`src/rtl/mem_arb_pkg.sv`:
```
// Shared definitions for the two-port memory arbiter: FSM encoding,
// requester port ids and default bus widths.
package mem_arb_pkg;

    localparam int unsigned DEF_DATA_W = 32;
    localparam int unsigned STRB_W     = 4;
    localparam int unsigned CNT_W      = 32;

    localparam logic PORT_INST = 1'b0;
    localparam logic PORT_DATA = 1'b1;

    typedef enum logic [1:0] {
        ST_IDLE = 2'd0,
        ST_REQ  = 2'd1,
        ST_RESP = 2'd2
    } arb_state_e;

endpackage

```
`src/rtl/mem_arbiter_if.sv`:
```
// Bundle of all arbiter-facing handshake and bus signals.
//   inst_*  : read-only fetch requester (port 0) and its response channel
//   data_*  : read/write data requester (port 1) and its read response channel
//   mem_*   : unified memory request and read response channels
//   conflict_cnt : stall-cycle performance counter
// slave  = arbiter side, master = requesters + memory side.
interface mem_arbiter_if #(
    parameter int unsigned DATA_W = mem_arb_pkg::DEF_DATA_W
);
    logic                                inst_req_valid;
    logic                                inst_req_ready;
    logic [DATA_W-1:0]                   inst_addr;
    logic [DATA_W-1:0]                   inst_rdata;
    logic                                inst_rvalid;
    logic                                inst_rready;

    logic                                data_req_valid;
    logic                                data_req_ready;
    logic                                data_wen;
    logic [DATA_W-1:0]                   data_addr;
    logic [DATA_W-1:0]                   data_wdata;
    logic [mem_arb_pkg::STRB_W-1:0]      data_wstrb;
    logic [DATA_W-1:0]                   data_rdata;
    logic                                data_rvalid;
    logic                                data_rready;

    logic                                mem_req_valid;
    logic                                mem_req_ready;
    logic                                mem_wen;
    logic [DATA_W-1:0]                   mem_addr;
    logic [DATA_W-1:0]                   mem_wdata;
    logic [mem_arb_pkg::STRB_W-1:0]      mem_wstrb;
    logic [DATA_W-1:0]                   mem_rdata;
    logic                                mem_rvalid;
    logic                                mem_rready;

    logic [mem_arb_pkg::CNT_W-1:0]       conflict_cnt;

    modport slave (
        input  inst_req_valid, inst_addr, inst_rready,
        input  data_req_valid, data_wen, data_addr, data_wdata, data_wstrb, data_rready,
        input  mem_req_ready, mem_rdata, mem_rvalid,
        output inst_req_ready, inst_rdata, inst_rvalid,
        output data_req_ready, data_rdata, data_rvalid,
        output mem_req_valid, mem_wen, mem_addr, mem_wdata, mem_wstrb, mem_rready,
        output conflict_cnt
    );

    modport master (
        output inst_req_valid, inst_addr, inst_rready,
        output data_req_valid, data_wen, data_addr, data_wdata, data_wstrb, data_rready,
        output mem_req_ready, mem_rdata, mem_rvalid,
        input  inst_req_ready, inst_rdata, inst_rvalid,
        input  data_req_ready, data_rdata, data_rvalid,
        input  mem_req_valid, mem_wen, mem_addr, mem_wdata, mem_wstrb, mem_rready,
        input  conflict_cnt
    );

endinterface

```
`src/rtl/arb_rr2.sv`:
```
// Two-way round-robin picker.
//   req_i        : request valids, bit 0 = inst, bit 1 = data
//   last_grant_i : port granted most recently (0 = inst, 1 = data)
//   grant_c_o    : one-hot combinational grant
module arb_rr2 (
    input  logic [1:0] req_i,
    input  logic       last_grant_i,
    output logic [1:0] grant_c_o
);

    // On contention the port that did not win last time takes the grant.
    assign grant_c_o[0] = req_i[0] & (~req_i[1] |  last_grant_i);
    assign grant_c_o[1] = req_i[1] & (~req_i[0] | ~last_grant_i);

endmodule

```
`src/rtl/mem_arbiter.sv`:
```
// Arbitrates an instruction-fetch port and a data port onto one memory port.
//   clk, rst : clock and asynchronous active-low reset
//   bus      : all handshake/bus signals (see mem_arbiter_if)
// CNT_RST_VAL sets the counter value loaded by reset (0 in normal use).
module mem_arbiter
    import mem_arb_pkg::*;
#(
    parameter int unsigned      DATA_W      = DEF_DATA_W,
    parameter logic [CNT_W-1:0] CNT_RST_VAL = '0
) (
    input  logic         clk,
    input  logic         rst,
    mem_arbiter_if.slave bus
);

    arb_state_e         state_q, state_d;
    logic               owner_q, owner_d;
    logic               last_grant_q, last_grant_d;
    logic               mem_req_valid_q, mem_req_valid_d;
    logic               mem_wen_q, mem_wen_d;
    logic [DATA_W-1:0]  mem_addr_q, mem_addr_d;
    logic [DATA_W-1:0]  mem_wdata_q, mem_wdata_d;
    logic [STRB_W-1:0]  mem_wstrb_q, mem_wstrb_d;
    logic [CNT_W-1:0]   cnt_q, cnt_d;

    logic [1:0]         grant_c;
    logic               inst_ready_c, data_ready_c;
    logic               mem_rready_c, inst_rvalid_c, data_rvalid_c;
    logic [DATA_W-1:0]  inst_rdata_c, data_rdata_c;
    logic [1:0]         stall_c;
    logic [CNT_W:0]     cnt_sum_c;

    arb_rr2 u_rr (
        .req_i        ({bus.data_req_valid, bus.inst_req_valid}),
        .last_grant_i (last_grant_q),
        .grant_c_o    (grant_c)
    );

    // Next-state, latched request fields and response routing.
    always_comb begin
        state_d         = state_q;
        owner_d         = owner_q;
        last_grant_d    = last_grant_q;
        mem_req_valid_d = mem_req_valid_q;
        mem_wen_d       = mem_wen_q;
        mem_addr_d      = mem_addr_q;
        mem_wdata_d     = mem_wdata_q;
        mem_wstrb_d     = mem_wstrb_q;
        inst_ready_c    = 1'b0;
        data_ready_c    = 1'b0;
        mem_rready_c    = 1'b0;
        inst_rvalid_c   = 1'b0;
        data_rvalid_c   = 1'b0;
        inst_rdata_c    = '0;
        data_rdata_c    = '0;

        unique case (state_q)
            ST_IDLE: begin
                if (|grant_c) begin
                    inst_ready_c    = grant_c[PORT_INST];
                    data_ready_c    = grant_c[PORT_DATA];
                    owner_d         = grant_c[PORT_DATA];
                    last_grant_d    = grant_c[PORT_DATA];
                    mem_req_valid_d = 1'b1;
                    state_d         = ST_REQ;
                    if (grant_c[PORT_DATA]) begin
                        mem_wen_d   = bus.data_wen;
                        mem_addr_d  = bus.data_addr;
                        mem_wdata_d = bus.data_wdata;
                        mem_wstrb_d = bus.data_wstrb;
                    end else begin
                        mem_wen_d   = 1'b0;
                        mem_addr_d  = bus.inst_addr;
                        mem_wdata_d = '0;
                        mem_wstrb_d = '0;
                    end
                end
            end
            ST_REQ: begin
                if (bus.mem_req_ready) begin
                    mem_req_valid_d = 1'b0;
                    state_d         = mem_wen_q ? ST_IDLE : ST_RESP;
                end
            end
            ST_RESP: begin
                if (owner_q == PORT_DATA) begin
                    mem_rready_c  = bus.data_rready;
                    data_rvalid_c = bus.mem_rvalid;
                    data_rdata_c  = bus.mem_rdata;
                end else begin
                    mem_rready_c  = bus.inst_rready;
                    inst_rvalid_c = bus.mem_rvalid;
                    inst_rdata_c  = bus.mem_rdata;
                end
                if (bus.mem_rvalid && mem_rready_c) begin
                    state_d = ST_IDLE;
                end
            end
            default: begin
                state_d = ST_IDLE;
            end
        endcase
    end

    // Saturating stall counter: one per waiting requester per cycle.
    always_comb begin
        stall_c   = 2'(bus.inst_req_valid & ~inst_ready_c)
                  + 2'(bus.data_req_valid & ~data_ready_c);
        cnt_sum_c = {1'b0, cnt_q} + (CNT_W+1)'(stall_c);
        cnt_d     = cnt_sum_c[CNT_W] ? '1 : cnt_sum_c[CNT_W-1:0];
    end

    // State and latched-field registers.
    always_ff @(posedge clk or negedge rst) begin
        if (!rst) begin
            state_q         <= ST_IDLE;
            owner_q         <= PORT_INST;
            last_grant_q    <= PORT_INST;
            mem_req_valid_q <= 1'b0;
            mem_wen_q       <= 1'b0;
            mem_addr_q      <= '0;
            mem_wdata_q     <= '0;
            mem_wstrb_q     <= '0;
            cnt_q           <= CNT_RST_VAL;
        end else begin
            state_q         <= state_d;
            owner_q         <= owner_d;
            last_grant_q    <= last_grant_d;
            mem_req_valid_q <= mem_req_valid_d;
            mem_wen_q       <= mem_wen_d;
            mem_addr_q      <= mem_addr_d;
            mem_wdata_q     <= mem_wdata_d;
            mem_wstrb_q     <= mem_wstrb_d;
            cnt_q           <= cnt_d;
        end
    end

    // Readies are gated by rst so a valid held during reset sees no grant.
    assign bus.inst_req_ready = inst_ready_c & rst;
    assign bus.data_req_ready = data_ready_c & rst;
    assign bus.inst_rvalid    = inst_rvalid_c;
    assign bus.inst_rdata     = inst_rdata_c;
    assign bus.data_rvalid    = data_rvalid_c;
    assign bus.data_rdata     = data_rdata_c;
    assign bus.mem_req_valid  = mem_req_valid_q;
    assign bus.mem_wen        = mem_wen_q;
    assign bus.mem_addr       = mem_addr_q;
    assign bus.mem_wdata      = mem_wdata_q;
    assign bus.mem_wstrb      = mem_wstrb_q;
    assign bus.mem_rready     = mem_rready_c;
    assign bus.conflict_cnt   = cnt_q;

endmodule
```
`src/flat_wrapper.sv`:
```
// flat-port wrapper written by rule: the top's interface ports become plain ports
module mem_arbiter_flat import mem_arb_pkg::*;
#(
    parameter int unsigned      DATA_W      = DEF_DATA_W,
    parameter logic [CNT_W-1:0] CNT_RST_VAL = '0
)
  (clk, rst, bus_inst_req_valid, bus_inst_addr, bus_inst_rready, bus_data_req_valid, bus_data_wen, bus_data_addr, bus_data_wdata, bus_data_wstrb, bus_data_rready, bus_mem_req_ready, bus_mem_rdata, bus_mem_rvalid, bus_inst_req_ready, bus_inst_rdata, bus_inst_rvalid, bus_data_req_ready, bus_data_rdata, bus_data_rvalid, bus_mem_req_valid, bus_mem_wen, bus_mem_addr, bus_mem_wdata, bus_mem_wstrb, bus_mem_rready, bus_conflict_cnt);
  mem_arbiter_if #(.DATA_W(DATA_W)) bus_i ();
  input  logic clk;
  input  logic rst;
  input wire logic [$bits(bus_i.inst_req_valid)-1:0] bus_inst_req_valid;
  input wire logic [$bits(bus_i.inst_addr)-1:0] bus_inst_addr;
  input wire logic [$bits(bus_i.inst_rready)-1:0] bus_inst_rready;
  input wire logic [$bits(bus_i.data_req_valid)-1:0] bus_data_req_valid;
  input wire logic [$bits(bus_i.data_wen)-1:0] bus_data_wen;
  input wire logic [$bits(bus_i.data_addr)-1:0] bus_data_addr;
  input wire logic [$bits(bus_i.data_wdata)-1:0] bus_data_wdata;
  input wire logic [$bits(bus_i.data_wstrb)-1:0] bus_data_wstrb;
  input wire logic [$bits(bus_i.data_rready)-1:0] bus_data_rready;
  input wire logic [$bits(bus_i.mem_req_ready)-1:0] bus_mem_req_ready;
  input wire logic [$bits(bus_i.mem_rdata)-1:0] bus_mem_rdata;
  input wire logic [$bits(bus_i.mem_rvalid)-1:0] bus_mem_rvalid;
  output wire logic [$bits(bus_i.inst_req_ready)-1:0] bus_inst_req_ready;
  output wire logic [$bits(bus_i.inst_rdata)-1:0] bus_inst_rdata;
  output wire logic [$bits(bus_i.inst_rvalid)-1:0] bus_inst_rvalid;
  output wire logic [$bits(bus_i.data_req_ready)-1:0] bus_data_req_ready;
  output wire logic [$bits(bus_i.data_rdata)-1:0] bus_data_rdata;
  output wire logic [$bits(bus_i.data_rvalid)-1:0] bus_data_rvalid;
  output wire logic [$bits(bus_i.mem_req_valid)-1:0] bus_mem_req_valid;
  output wire logic [$bits(bus_i.mem_wen)-1:0] bus_mem_wen;
  output wire logic [$bits(bus_i.mem_addr)-1:0] bus_mem_addr;
  output wire logic [$bits(bus_i.mem_wdata)-1:0] bus_mem_wdata;
  output wire logic [$bits(bus_i.mem_wstrb)-1:0] bus_mem_wstrb;
  output wire logic [$bits(bus_i.mem_rready)-1:0] bus_mem_rready;
  output wire logic [$bits(bus_i.conflict_cnt)-1:0] bus_conflict_cnt;
  assign bus_i.inst_req_valid = bus_inst_req_valid;
  assign bus_i.inst_addr = bus_inst_addr;
  assign bus_i.inst_rready = bus_inst_rready;
  assign bus_i.data_req_valid = bus_data_req_valid;
  assign bus_i.data_wen = bus_data_wen;
  assign bus_i.data_addr = bus_data_addr;
  assign bus_i.data_wdata = bus_data_wdata;
  assign bus_i.data_wstrb = bus_data_wstrb;
  assign bus_i.data_rready = bus_data_rready;
  assign bus_i.mem_req_ready = bus_mem_req_ready;
  assign bus_i.mem_rdata = bus_mem_rdata;
  assign bus_i.mem_rvalid = bus_mem_rvalid;
  assign bus_inst_req_ready = bus_i.inst_req_ready;
  assign bus_inst_rdata = bus_i.inst_rdata;
  assign bus_inst_rvalid = bus_i.inst_rvalid;
  assign bus_data_req_ready = bus_i.data_req_ready;
  assign bus_data_rdata = bus_i.data_rdata;
  assign bus_data_rvalid = bus_i.data_rvalid;
  assign bus_mem_req_valid = bus_i.mem_req_valid;
  assign bus_mem_wen = bus_i.mem_wen;
  assign bus_mem_addr = bus_i.mem_addr;
  assign bus_mem_wdata = bus_i.mem_wdata;
  assign bus_mem_wstrb = bus_i.mem_wstrb;
  assign bus_mem_rready = bus_i.mem_rready;
  assign bus_conflict_cnt = bus_i.conflict_cnt;
  mem_arbiter #(.DATA_W(DATA_W), .CNT_RST_VAL(CNT_RST_VAL)) u_core (.clk(clk), .rst(rst), .bus(bus_i));
endmodule
```
`config.mk`:
```
export PLATFORM = sky130hd
export DESIGN_NAME = mem_arbiter_flat
export DESIGN_NICKNAME = d
export VERILOG_FILES = /design/src/rtl/mem_arb_pkg.sv /design/src/rtl/mem_arbiter_if.sv /design/src/rtl/arb_rr2.sv /design/src/rtl/mem_arbiter.sv /design/src/flat_wrapper.sv
export SDC_FILE = /design/constraint.sdc
export NUM_CORES = 1
export LEC_CHECK = 0
export BUFFER_PORTS_ARGS = -buffer_cell sky130_fd_sc_hd__buf_2
export CAP_MARGIN = 10
export CORE_MARGIN = 10
export CORE_UTILIZATION = 47
export DETAILED_ROUTE_END_ITERATION = 12
export HOLD_SLACK_MARGIN = 0.12
export PLACE_DENSITY = 0.95
export SLEW_MARGIN = 20
export SYNTH_ARGS = -nofsm -noshare
export SYNTH_HDL_FRONTEND = slang
export SYNTH_HIERARCHICAL = 1
export SYNTH_SLANG_ARGS = --single-unit
```
`constraint.sdc`:
```
create_clock -name clk -period 8.9 [get_ports clk]
set_clock_uncertainty 0.15 [all_clocks]
set_input_delay 0.89 -clock clk [delete_from_list [all_inputs] [get_ports clk]]
set_output_delay 0.89 -clock clk [all_outputs]
set_load 0.1 [all_outputs]
```
Yosys cells after proc, flatten, opt, wreduce, memory -nomap -nowiden --
Cells that the tools add are included. W data, S select, Z words.
Operators by class: $add $sub $neg 2, eq/ne operators 5, multiplexer cells 28, bitwise gates (word level) 13, reduce and logical (&&, ||, !) cells 7
Operators with widths (number):
- $mux W32 | 7
- $add A32 B2 Y33 | 1
- $mux W1 | 14
- $mux W2 | 4
- $pmux W2 S3 | 1
- $reduce_and A3 Y1 | 2
- $and A1 B1 Y1 | 4
- $and A1 B2 Y2 | 2
- $mux W4 | 1
- $ne A2 B1 Y1 const B | 2
- $not A1 Y2 | 2
- $not A1 Y1 | 3
- $add A2 B2 Y2 | 1
- $eq A2 B1 Y1 const B | 1
- $eq A2 B2 Y1 const B | 1
- $logic_not A2 Y1 | 1
- $ne A2 B2 Y1 const B | 1
- $or A1 B1 Y1 | 2
- $pmux W1 S2 | 1
- $reduce_and A2 Y1 | 1
- $reduce_bool A2 Y1 | 1
- $reduce_or A2 Y1 | 1
- $logic_and A1 B1 Y1 | 1
Storage, ports and cells: bits in registers 105, input port bits 141, word-level logic and storage cells 63

Logic depth before layout (Yosys ltp) --
word-level depth 11, mapped depth 14, mapped depth without buffers 12

Cells and area by module --
Netlist, hierarchy kept.
By module, submodules not included:
- mem_arbiter | instances 1, cells an instance 500, area an instance 5178.7 um2, sequential area each 2627.5 um2
- arb_rr2 | instances 1, cells an instance 3, area an instance 18.8 um2, sequential area each 0.0 um2

Worst setup path after synthesis --
Ideal clock, no wire load.
path kind input -> register, start input port bus_data_req_valid, end register u_core.cnt_q[30], in the netlist u_core/bus.conflict_cnt[30], setup time 0.128 ns, arrival 3.806 ns, required time 8.622 ns, path slack 4.816 ns, stages 13, cells stage by stage a21boi_0 -> clkbuf_1 -> and2_1 -> buf_2 -> nor2b_1 -> ha_1 -> ha_1 -> inv_1 -> fa_1 -> nand3b_1 -> nor3_1 -> nand4b_1 -> mux2_1
On the way: cells in the longest elaborated chain, start to end 11, elaborated cells between the ends (all ways) 16, those cells by class 2 x add/sub; 5 x mux; 8 x bitwise; 1 x reduce/logical
Ends and longest elaborated chain:
- from (decl) | RTL line flat_wrapper.sv:14 | input wire logic [$bits(bus_i.data_req_valid)-1:0] bus_data_req_valid;
- $not A1 Y1 | RTL line arb_rr2.sv:12 | assign grant_c_o[0] = req_i[0] & (~req_i[1] | last_grant_i);
- $or A1 B1 Y1 | RTL line arb_rr2.sv:12
- $and A1 B1 Y1 | RTL line arb_rr2.sv:12
- $reduce_or A2 Y1 | RTL line mem_arbiter.sv:59 | if (|grant_c) begin
- $mux W1 | RTL line mem_arbiter.sv:59
- $mux W1 | RTL line mem_arbiter.sv:57 | unique case (state_q)
- $not A1 Y2 (on tied branches) | RTL line mem_arbiter.sv:107, mem_arbiter.sv:108
- $and A1 B2 Y2 (on tied branches) | RTL line mem_arbiter.sv:107, mem_arbiter.sv:108
- $add A2 B2 Y2 (*) | RTL line mem_arbiter.sv:108 | + 2'(bus.data_req_valid & ~data_ready_c);
- $add A32 B2 Y33 (*) | RTL line mem_arbiter.sv:109 | cnt_sum_c = {1'b0, cnt_q} + (CNT_W+1)'(stall_c);
- $mux W32 (*) | RTL line mem_arbiter.sv:110 | cnt_d = cnt_sum_c[CNT_W] ? '1 : cnt_sum_c[CNT_W-1:0];
- via u_core.cnt_d[30] | RTL line mem_arbiter.sv:24 | logic [CNT_W-1:0] cnt_q, cnt_d;
- to (signal assigned) | RTL line mem_arbiter.sv:134 | cnt_q <= cnt_d;
- to (decl) | RTL line mem_arbiter.sv:24
The timed path passes the listed nets; every way through them passes the cells marked *. A chain may end at the register's enable or synchronous reset.

Worst setup path after layout --
start input port bus_inst_req_valid, end register u_core.cnt_q[30], in the netlist u_core/bus.conflict_cnt[30]
On the way: elaborated cells between the ends (all ways) 16, those cells by class 2 x add/sub; 5 x mux; 8 x bitwise; 1 x reduce/logical
RTL lines:
- from (decl) | RTL line flat_wrapper.sv:11 | input wire logic [$bits(bus_i.inst_req_valid)-1:0] bus_inst_req_valid;
- $and A1 B1 Y1 (*) | RTL line arb_rr2.sv:12
- via u_core.grant_c[0] | RTL line mem_arbiter.sv:26 | logic [1:0] grant_c;
- $reduce_or A2 Y1 | RTL line mem_arbiter.sv:59
- $mux W1 | RTL line mem_arbiter.sv:59
- $mux W1 | RTL line mem_arbiter.sv:57
- $not A1 Y2 (on tied branches) | RTL line mem_arbiter.sv:107, mem_arbiter.sv:108
- $and A1 B2 Y2 (on tied branches) | RTL line mem_arbiter.sv:107, mem_arbiter.sv:108
- $add A2 B2 Y2 (*) | RTL line mem_arbiter.sv:108
- $add A32 B2 Y33 (*) | RTL line mem_arbiter.sv:109
- $mux W32 (*) | RTL line mem_arbiter.sv:110
- via u_core.cnt_d[30] | RTL line mem_arbiter.sv:24
Marked as above.

==> out/qor.yml <==
clock_network:
  h-tree-depth: 3
  cts_max_path_buffers: 2
  cts_repair_resize_count: 0
  numCtsBuffers: 9
  cts_tree: "done"
  ctsHoldBuffers: 0
  cts_setup_buffers: 0
  numClockSinks: 105
  insertion_delay_ns: 0.36
  cts_root_buffer: "clkbuf_8"
  clk_pin_slew_worst_paths_ns: 0.10
grt:
  gr-usage-all-layers_pct: 21.4
  grt_pass1_vias: 4975
  grt_max_degree: 104
  grt_pass1_wl_mm: 27.5
  gr-total-overflow: 0
  antenna_found_initial: 0
synthesis:
  synth_compound_area_share_pct: 13.5
  synth_top_family_by_area: "simple AND/OR/NAND/NOR gates"
  synth_ff_type: "dfrtp_1"
  synthMuxAreaShare_pct: 7.20
  syn_nets: 648
  synth.most_common_cell: "dfrtp_1"
  synthTopCellsByArea: "dfrtp_1, and2_1, mux2i_1"
  yosysWarnings: 6
  syn_avg_cell_area_um2: 10.3
  synth_seq_area_share_pct: 50.6
  synth-xor-area-share_pct: 1.69
  synth_cells: 503
  async_reset_ff_share_pct: 100
  synth_top_cells_by_count: "dfrtp_1, and2_1, nand2_1"
  synthAdderAreaFrac_pct: 1.11
  synth_edf_count: 0
  synth_cell_types: 48
  syn_area_mm2: 0.00520
  ys_seq_elements: 105
  synth_top_cell_by_area: "dfrtp_1"
  yosys.area_share.simple_pct: 22.6
  synth_top_area_share_pct: 50.6
detailed_routing:
  wl_mm: 18.1
  routedWlPerCell_um: 19.1
  dr.pass1.iters: 5
  drt-initial-drc-count: 368
  postRouteAntennaNets: 0
  viasPerCell: 5.20
  dr_total_vias: 4919
  drc_errors: 0
sta:
  hold_viol: 0
  maxSlewHeadroom_pct: 40.6
  timing.final.crit_share_pct: 44.2
  fmax_ghz: 0.254
  min_period_ns: 3.94
  slew_viol_final: 0
  finalSetupTns_ns: 0
  rsz0062_at_grt: "false"
  finalSetupViolations: 0
  tightest_slew_ns: 0.892
die:
  die-area_mm2: 0.0157
  core-area_mm2: 0.0108
  die_h_um: 125
  rows: 38
  design.portCount: 312
  initial_utilization_pct: 47.9
  die-width_um: 125
critical_path:
  crit_path_end_kind: "flip-flop"
  worstReg2RegEnd: "u_core/bus.conflict_cnt[30]"
  path_common_cell: "ha_1"
  required_ns: 9.00
  worst-r2r-setup-slack_ns: 5.06
  path_class: "in2reg"
  start_kind: "input pin"
  crit_path_top_delay_cell: "nor3_1"
  worst-path-buf-inv: 2
  reg2reg_depth: 12
  crit_family: "simple AND/OR/NAND/NOR gates"
  worstPathMaxFanout: 7
  worstPathCellList: "buf_2 -> a21boi_1 -> nand2_1 -> and2_1 -> ha_1 -> ha_1 -> inv_1 -> fa_1 -> nand3b_1 -> nor3_1 -> nand4b_1 -> mux2_1"
  cpPeakStageDelay_ns: 0.67
  crit_end: "u_core/bus.conflict_cnt[30]"
  cp-startpoint: "bus_inst_req_valid"
  worstPathArrival_ns: 4.03
  r2r-start: "u_core/last_grant_q"
  crit_cells: 12
flow_run:
  maxCapViolations: 0
placement:
  dp_hpwl_mm: 14.8
  io_buffers: 311
  place_congestion: 0.831
  dpl.cell_count: 930
  place_area_mm2: 0.00686
final_layout:
  diodes: 0
  final_cell_count_no_fill: 946
  drive_gt1_share_pct: 42.8
  postLayoutCellArea_mm2: 0.00706
  fill_cells: 869
  fin_nets: 946
  syn_to_final_growth_pct: 35.8
min_path:
  hp-class: "in2async"
outcome:
  status: "complete, no violations"
==> worst register-to-register path, stage by stage (launching register included) <==
cell and delay [ns]:
dfrtp_1 0.51, inv_1 0.07, a21boi_1 0.33, nand2_1 0.13
and2_1 0.19, ha_1 0.28, ha_1 0.18, inv_1 0.06
fa_1 0.41, nand3b_1 0.24, nor3_1 0.67, nand4b_1 0.19
mux2_1 0.34
==> layer usage <==
layer	track usage [%]	vias up	wire, um
li1	-	2376	-
met1	25.0	2293	7070
met2	36.6	230	9230
met3	7.73	20	1510
met4	4.88	0	308
met5	0	-	0
==> cells in the final DEF (no fill, tap or decap), types with 8 or more instances in the layout <==
cell,count
nor2_1,9
clkbuf_8,11
o21ai_0,40
dfrtp_1,105
or4_1,8
and2_1,69
buf_2,310
inv_1,11
nand2_1,56
nand3_1,21
mux2i_1,34
a22o_1,37
==> per-stage QoR <==
step	util, %	worst slack [ns]	hold WS (ns)
after global routing	65.1	4.71	0.349
after global placement	63.3	4.74	0.307
after floorplan	-	4.82	0.398
final	65.1	4.96	0.337
after CTS	65.1	5.01	0.339
after detailed placement	63.3	4.62	0.315
==> worst min-delay path by stage <==
stage | start | end | slack, ns | depth (start not counted)
floorplan | u_core/last_grant_q | u_core/last_grant_q | 0.40 | 1
global placement | u_core/bus.mem_addr[3] | u_core/bus.mem_addr[3] | 0.31 | 2
detailed placement | u_core/bus.mem_addr[30] | u_core/bus.mem_addr[30] | 0.31 | 2
CTS | u_core/bus.mem_addr[30] | u_core/bus.mem_addr[30] | 0.34 | 2
global route | rst | u_core/bus.conflict_cnt[20] | 0.35 | 1
finish | rst | u_core/bus.conflict_cnt[20] | 0.34 | 1
==> cells by family (layout without fill, tap and decap cells) <==
family	after synthesis	after routing
flops	105	105
compound gates	102	102
simple gates	204	204
xor+xnor	10	10
fa+ha+maj	4	4
buf+inv	41	344
mux	37	37
==> flip-flops by register name, indices dropped and copies added (netlist names) <==
signal and count:
u_core/bus.conflict_cnt 32, u_core/bus.mem_addr 32, u_core/bus.mem_req_valid 1, u_core/bus.mem_wdata 32, u_core/bus.mem_wen 1, u_core/bus.mem_wstrb 4, u_core/last_grant_q 1, u_core/state_q 2
==> area by class of cell <==
type / instances / area [um2] / area share [%]
clock inverters: 5 / 45.0 / 0.638
inverters: 11 / 41.3 / 0.585
multi-input cells: 357 / 2420 / 34.2
flip-flops and latches: 105 / 2630 / 37.2
well taps: 140 / 175 / 2.48
repair buffers: 317 / 1600 / 22.7
clock buffers: 11 / 151 / 2.14
Power is not shown: default switching activity piles up to over one toggle a cycle in this logic, so the estimate is an artifact.
